File: config.mk
export PLATFORM = sky130hd
export DESIGN_NAME = uart_tx_fifo
export DESIGN_NICKNAME = d
export VERILOG_FILES = /design/src/rtl/uart_tx_fifo.sv
export SDC_FILE = /design/constraint.sdc
export NUM_CORES = 1
export LEC_CHECK = 0
export BUFFER_PORTS_ARGS = -buffer_cell sky130_fd_sc_hd__buf_2
export CAP_MARGIN = 0
export CORE_AREA = 2 2 105 128
export DETAILED_ROUTE_END_ITERATION = 12
export DIE_AREA = 0 0 107 130
export HOLD_SLACK_MARGIN = 0.08
export PLACE_DENSITY_LB_ADDON = 0.25
export REMOVE_ABC_BUFFERS = 1
export SYNTH_ARGS = -nofsm -noshare
export SYNTH_HDL_FRONTEND = slang
export SYNTH_SLANG_ARGS = --single-unit
File: constraint.sdc
create_clock -name clk -period 3.4 [get_ports clk]
set_input_delay 0.51 -clock clk [delete_from_list [all_inputs] [get_ports clk]]
set_output_delay 0.51 -clock clk [all_outputs]
set_load 0.01 [all_outputs]
File: src/rtl/uart_tx_fifo.sv
// -----------------------------------------------------------------------------
// uart_tx_fifo
//
// Buffered UART transmitter. Bytes enter a FIFO through a valid/ready
// handshake and are serialised onto the tx line as frames of one start bit,
// eight data bits (LSB first), an optional parity bit and one stop bit. Each
// bit lasts CLKS_PER_BIT clock cycles. Back-to-back frames have no idle gap.
//
// Optional feature:
//   UART_TX_PARITY_EN  Defined: a parity bit follows the data bits (11-bit
//                      frame). PARITY_ODD selects even (0) or odd (1) parity.
//                      Undefined: plain 8N1 frame; PARITY_ODD is unused.
//
// Ports:
//   clk         system clock; all state changes on the rising edge
//   reset       asynchronous, active-low reset
//   tx_data     byte to send
//   tx_valid    tx_data is valid
//   tx_ready    FIFO can accept a byte this cycle (from registered count only)
//   tx          serial line, idle high, driven from a flop
//   tx_busy     frame on the line or bytes still queued
//   fifo_count  bytes queued; excludes the byte being shifted out
// -----------------------------------------------------------------------------
module uart_tx_fifo #(
  parameter int CLKS_PER_BIT = 868,
  parameter int FIFO_DEPTH   = 16,
  parameter int PARITY_ODD   = 0
) (
  input  logic                          clk,
  input  logic                          reset,
  input  logic [7:0]                    tx_data,
  input  logic                          tx_valid,
  output logic                          tx_ready,
  output logic                          tx,
  output logic                          tx_busy,
  output logic [$clog2(FIFO_DEPTH):0]   fifo_count
);

  localparam int PW = $clog2(FIFO_DEPTH);
  localparam int CW = PW + 1;
  localparam int BW = (CLKS_PER_BIT > 1) ? $clog2(CLKS_PER_BIT) : 1;

  // Elaboration-time parameter sanity checks.
  if (CLKS_PER_BIT < 2) begin : g_bad_clks_per_bit
    $error("uart_tx_fifo: CLKS_PER_BIT must be at least 2");
  end
  if (FIFO_DEPTH < 2 || (FIFO_DEPTH & (FIFO_DEPTH - 1)) != 0) begin : g_bad_fifo_depth
    $error("uart_tx_fifo: FIFO_DEPTH must be a power of 2 and at least 2");
  end
  if (PARITY_ODD != 0 && PARITY_ODD != 1) begin : g_bad_parity_odd
    $error("uart_tx_fifo: PARITY_ODD must be 0 or 1");
  end

  typedef enum logic [2:0] {
    IDLE,
    START,
    DATA,
`ifdef UART_TX_PARITY_EN
    PARITY,
`endif
    STOP
  } state_t;

  // ---------------------------------------------------------------------------
  // FIFO storage and pointers
  // ---------------------------------------------------------------------------
  logic [7:0]    mem_q [FIFO_DEPTH];
  logic [PW-1:0] wr_ptr_q, rd_ptr_q;
  logic [CW-1:0] count_q, count_d;
  logic [7:0]    rd_data;
  logic          push, pop, fifo_empty;

  assign tx_ready   = (count_q != CW'(FIFO_DEPTH));
  assign fifo_empty = (count_q == '0);
  assign push       = tx_valid & tx_ready;
  assign rd_data    = mem_q[rd_ptr_q];
  assign fifo_count = count_q;

  // Storage has no reset; only the pointers and count define its contents.
  always_ff @(posedge clk) begin
    if (push) begin
      mem_q[wr_ptr_q] <= tx_data;
    end
  end

  always_comb begin
    count_d = count_q;
    unique case ({push, pop})
      2'b10:   count_d = count_q + 1'b1;
      2'b01:   count_d = count_q - 1'b1;
      default: count_d = count_q;
    endcase
  end

  // ---------------------------------------------------------------------------
  // Transmit FSM
  // ---------------------------------------------------------------------------
  state_t        state_q, state_d;
  logic [BW-1:0] baud_q, baud_d;
  logic [2:0]    bit_q, bit_d;
  logic [7:0]    shift_q, shift_d;
  logic          tx_q, tx_d;
  logic          frame_q;
  logic          baud_last;
`ifdef UART_TX_PARITY_EN
  logic          par_q, par_d;
`endif

  assign baud_last = (baud_q == BW'(CLKS_PER_BIT - 1));

  always_comb begin
    state_d = state_q;
    baud_d  = baud_last ? '0 : baud_q + 1'b1;
    bit_d   = bit_q;
    shift_d = shift_q;
    pop     = 1'b0;
    tx_d    = 1'b1;
`ifdef UART_TX_PARITY_EN
    par_d   = par_q;
`endif

    unique case (state_q)
      IDLE: begin
        tx_d   = 1'b1;
        baud_d = '0;
        if (!fifo_empty) begin
          pop     = 1'b1;
          state_d = START;
        end
      end

      START: begin
        tx_d = 1'b0;
        if (baud_last) begin
          state_d = DATA;
        end
      end

      DATA: begin
        tx_d = shift_q[0];
        if (baud_last) begin
          shift_d = {1'b0, shift_q[7:1]};
          if (bit_q == 3'd7) begin
`ifdef UART_TX_PARITY_EN
            state_d = PARITY;
`else
            state_d = STOP;
`endif
          end else begin
            bit_d = bit_q + 3'd1;
          end
        end
      end

`ifdef UART_TX_PARITY_EN
      PARITY: begin
        tx_d = par_q;
        if (baud_last) begin
          state_d = STOP;
        end
      end
`endif

      STOP: begin
        tx_d = 1'b1;
        if (baud_last) begin
          // Chain straight into the next frame when data is waiting.
          if (!fifo_empty) begin
            pop     = 1'b1;
            state_d = START;
          end else begin
            state_d = IDLE;
          end
        end
      end

      default: begin
        state_d = IDLE;
      end
    endcase

    // Loading a new byte also rewinds the bit counter.
    if (pop) begin
      shift_d = rd_data;
      bit_d   = 3'd0;
`ifdef UART_TX_PARITY_EN
      par_d   = (^rd_data) ^ 1'(PARITY_ODD);
`endif
    end
  end

  always_ff @(posedge clk or negedge reset) begin
    if (!reset) begin
      state_q  <= IDLE;
      baud_q   <= '0;
      bit_q    <= '0;
      shift_q  <= '0;
      wr_ptr_q <= '0;
      rd_ptr_q <= '0;
      count_q  <= '0;
      tx_q     <= 1'b1;
      frame_q  <= 1'b0;
`ifdef UART_TX_PARITY_EN
      par_q    <= 1'b0;
`endif
    end else begin
      state_q  <= state_d;
      baud_q   <= baud_d;
      bit_q    <= bit_d;
      shift_q  <= shift_d;
      count_q  <= count_d;
      tx_q     <= tx_d;
      // The line lags the FSM by one cycle; frame_q follows that lag so
      // tx_busy stays high through the final stop-bit cycle on the pin.
      frame_q  <= (state_q != IDLE);
      if (push) begin
        wr_ptr_q <= wr_ptr_q + 1'b1;
      end
      if (pop) begin
        rd_ptr_q <= rd_ptr_q + 1'b1;
      end
`ifdef UART_TX_PARITY_EN
      par_q    <= par_d;
`endif
    end
  end

  assign tx      = tx_q;
  assign tx_busy = (state_q != IDLE) | frame_q | !fifo_empty;

endmodule

==> impl_metrics.tcl <==
set metrics [dict create \
    dp.cells 603 \
    worstReg2RegEnd "fifo_count[4]" \
    yosysMostFrequentCell "edfxtp_1" \
    die_h_microns 130 \
    overflow 0 \
    worst-endpoint-arrival_ps 3430 \
    reg2reg_slack_ps 280 \
    crit_fanout 11 \
    synth_flop_cell "edfxtp_1" \
    htree_levels 4 \
    num_rows 46 \
    ir_worst_vdd_v 0.000393 \
    placed_cell_area_sq_um 7220 \
    start_util 0.541 \
    cp-start-kind "register" \
    cts.sinks 166 \
    fillerInstances 931 \
    synth_area_leaders "edfxtp_1 55%, dfrtp_1 13%, mux4_2 10%, ha_1 2.9%, nand2_1 2.2%" \
    clkPwrFrac 0.378 \
    rsz0062_at_grt "false" \
    grt_pass1_wl_microns 19500 \
    synth_sequential_area_ratio 0.690 \
    multiInputGateArea_sq_um 2000 \
    firstDrtPassIters 5 \
    post-route-period-util 0.917 \
    final_antenna_net_count 0 \
    critPathBufInv 2 \
    yosys.area.top_type "edfxtp_1" \
    clk_pin_slew_ps 60 \
    worst_slew_pin_slew_ps 849 \
    synth_adder_area_share 0.0288 \
    synth_compound_area_frac 0.0486 \
    cp_data_required_time_ps 3710 \
    detail_route.iter0.violations 255 \
    period_needed_ps 3120 \
    final_cells 635 \
    design_area_sq_um 7790 \
    ctsLongestPathBuffers 2 \
    syn_area_sq_um 6950 \
    critPathTopFamily "compound AO/OA/AOI/OAI gates" \
    finalSetupTns_ps 0 \
    p_leak_nw 2.79 \
    grt_usage 0.190 \
    finalMaxSlewViolations 0 \
    critPathMaxStageDelay_ps 510 \
    gp_congestion 0.814 \
    insertion_delay_ps 420 \
    antenna_found_initial 0 \
    p_switching_mw 1.24 \
    synthTopCellsByCount "128 x edfxtp_1, 40 x nand2_1, 40 x nor2_1, 37 x dfrtp_1, 32 x mux4_2" \
    cts_hold_buffers 0 \
    cts_buffers 17 \
    yosysWarnings 0 \
    grt_max_degree 39 \
    drv_cap 0 \
    yosys.area_share.simple 0.0744 \
    fmax_mhz 321 \
    setup-violations-final 0 \
    synth_xor_area_frac 0.0252 \
    drcViolationCount 0 \
    die_area_sq_um 13900 \
    synthToLayoutAreaGrowth_pct 12.1 \
    cp_common_cell "ha_1" \
    intPower_mw 3.63 \
    r2r-start "state_q[0]" \
    ys_ff_latch 166 \
    share_seq_of_total_power 0.520 \
    synth_top_family_by_area "multiplexers" \
    synth_cells 429 \
    pin_count 19 \
    syn_avg_cell_area_sq_um 16.2 \
    cp-startpoint "state_q[0]" \
    async_reset_ff_frac 0.229 \
    synth.distinct_cells 45 \
    hold_viol 0 \
    crit_path_end "fifo_count[4]" \
    ctsRootBufferMaster "clkbuf_16" \
    cts_tree "done" \
    cp.depth 14 \
    status "finished, final reports clean" \
    fin_nets 481 \
    cts_resized 0 \
    synth_edf_count 128 \
    routed_wl_microns 12200 \
    drive_above_1_share 0.218 \
    crit_chain "inv_1 -> ha_1 -> nor2_1 -> a211oi_1 -> nand2_2 -> inv_2 -> ha_1 -> xor2_1 -> ha_1 -> nor2b_1 -> o21ai_0 -> a31oi_1 -> nor2_1 -> xnor2_1" \
    port_buffers 18 \
    first_global_vias 3681 \
    wl_per_cell_microns 19.1 \
    viasPerCell 5.71 \
    post-cts-setup-buffer-count 0 \
    slowest_stage "a211oi_1" \
    vias 3625 \
    die_w_microns 107 \
    reg2reg_depth 14 \
    worst_setup_path_end_kind "register" \
    register_area_sq_um 4800 \
    p_per_area_nw_per_um2 624 \
    core_sq_um 12800 \
    power_switching_share 0.254 \
    worst-setup-path-type "register to register" \
    synth_top_area_frac 0.553 \
    antenna_cells 0 \
    fin_worst_skew_ps 8.08 \
    synthMuxAreaShare 0.111 \
    pwr-share-comb 0.102 \
    dp.final_hpwl_microns 8170 \
    slew_headroom 0.434 \
    worstHoldPathType "primary input to async pin" \
]
==> power groups by stage <==
stage               combinational, mW  sequential, mW  clock (mW)
floorplan                       0.315            2.55           0
global placement                0.480            2.55           0
detailed placement              0.504            2.57           0
CTS                             0.507            2.53        1.87
global route                    0.556            2.55        1.94
finish                          0.497            2.53        1.84
==> worst min path at each step <==
stage	startpoint	end	depth (start not counted)
final	reset	fifo_count[4]	1
after global routing	reset	fifo_count[2]	1
after CTS	reset	fifo_count[2]	1
after detailed placement	baud_q[0]	baud_q[0]	1
after global placement	baud_q[0]	baud_q[0]	1
after floorplan	reset	baud_q[0]	0
==> layer usage <==
metal	part of all wire	vias to the layer above	wire [microns]	GRT usage
met5	0	-	0	0
met4	0.011	0	134	0.0672
met3	0.034	13	410	0.0375
met2	0.54	90	6560	0.333
met1	0.41	1841	5040	0.237
li1	-	1681	-	-
==> state kept, by name, summed over array words and instances, names as in the netlist <==
name,count
state_q,2
mem_q,128
wr_ptr_q,4
tx,1
fifo_count,5
bit_q,3
baud_q,10
rd_ptr_q,4
shift_q,8
frame_q,1
==> area by class of cell <==
cell class | count | area share
Clock buffer | 18 | 0.0551
Clock inverter | 14 | 0.0183
Inverter | 13 | 0.00627
Multi-Input combinational cell | 229 | 0.257
Sequential cell | 166 | 0.616
Tap cell | 168 | 0.0270
Timing Repair Buffer | 27 | 0.0202
==> logic make-up (layout without fill, tap and decap cells) <==
group           after synthesis  count (layout)
compound gates               44              44
simple gates                112             112
mux                          37              37
flops                       166             166
fa+ha+maj                    16              16
xor+xnor                     20              20
buf+inv                      34              72
==> layout by cell type (no fill, tap or decap), types with 2 or more instances in the layout <==
cell        instances
edfxtp_1          128
nand2_1            40
nor2_1             40
dfrtp_1            36
mux4_2             32
buf_2              18
clkbuf_16          17
ha_1               16
a22oi_1            15
xnor2_1            13
inv_1              12
buf_4               9
a31oi_1             8
o21ai_0             7
xor2_1              7
nand3_1             5
nor3_1              5
inv_6               5
nor2b_1             4
a21oi_1             3
nand2b_1            3
mux2i_1             3
clkinv_4            3
nand4_1             2
or3_1               2
nor4_1              2
and2_1              2
or4_1               2
mux2_2              2
o211ai_1            2
clkinvlp_4          2
inv_8               2
==> through the flow <==
stage | utilization | setup WS [ps] | hold WS (ps) | power (mW)
CTS | 0.607 | 296 | 218 | 4.90
global route | 0.607 | 9.96 | 273 | 5.05
detailed placement | 0.562 | 319 | 481 | 3.07
finish | 0.607 | 281 | 192 | 4.86
floorplan | - | 184 | 214 | 2.86
global placement | 0.562 | 388 | 473 | 3.03
(Power assumes the default switching activity.)
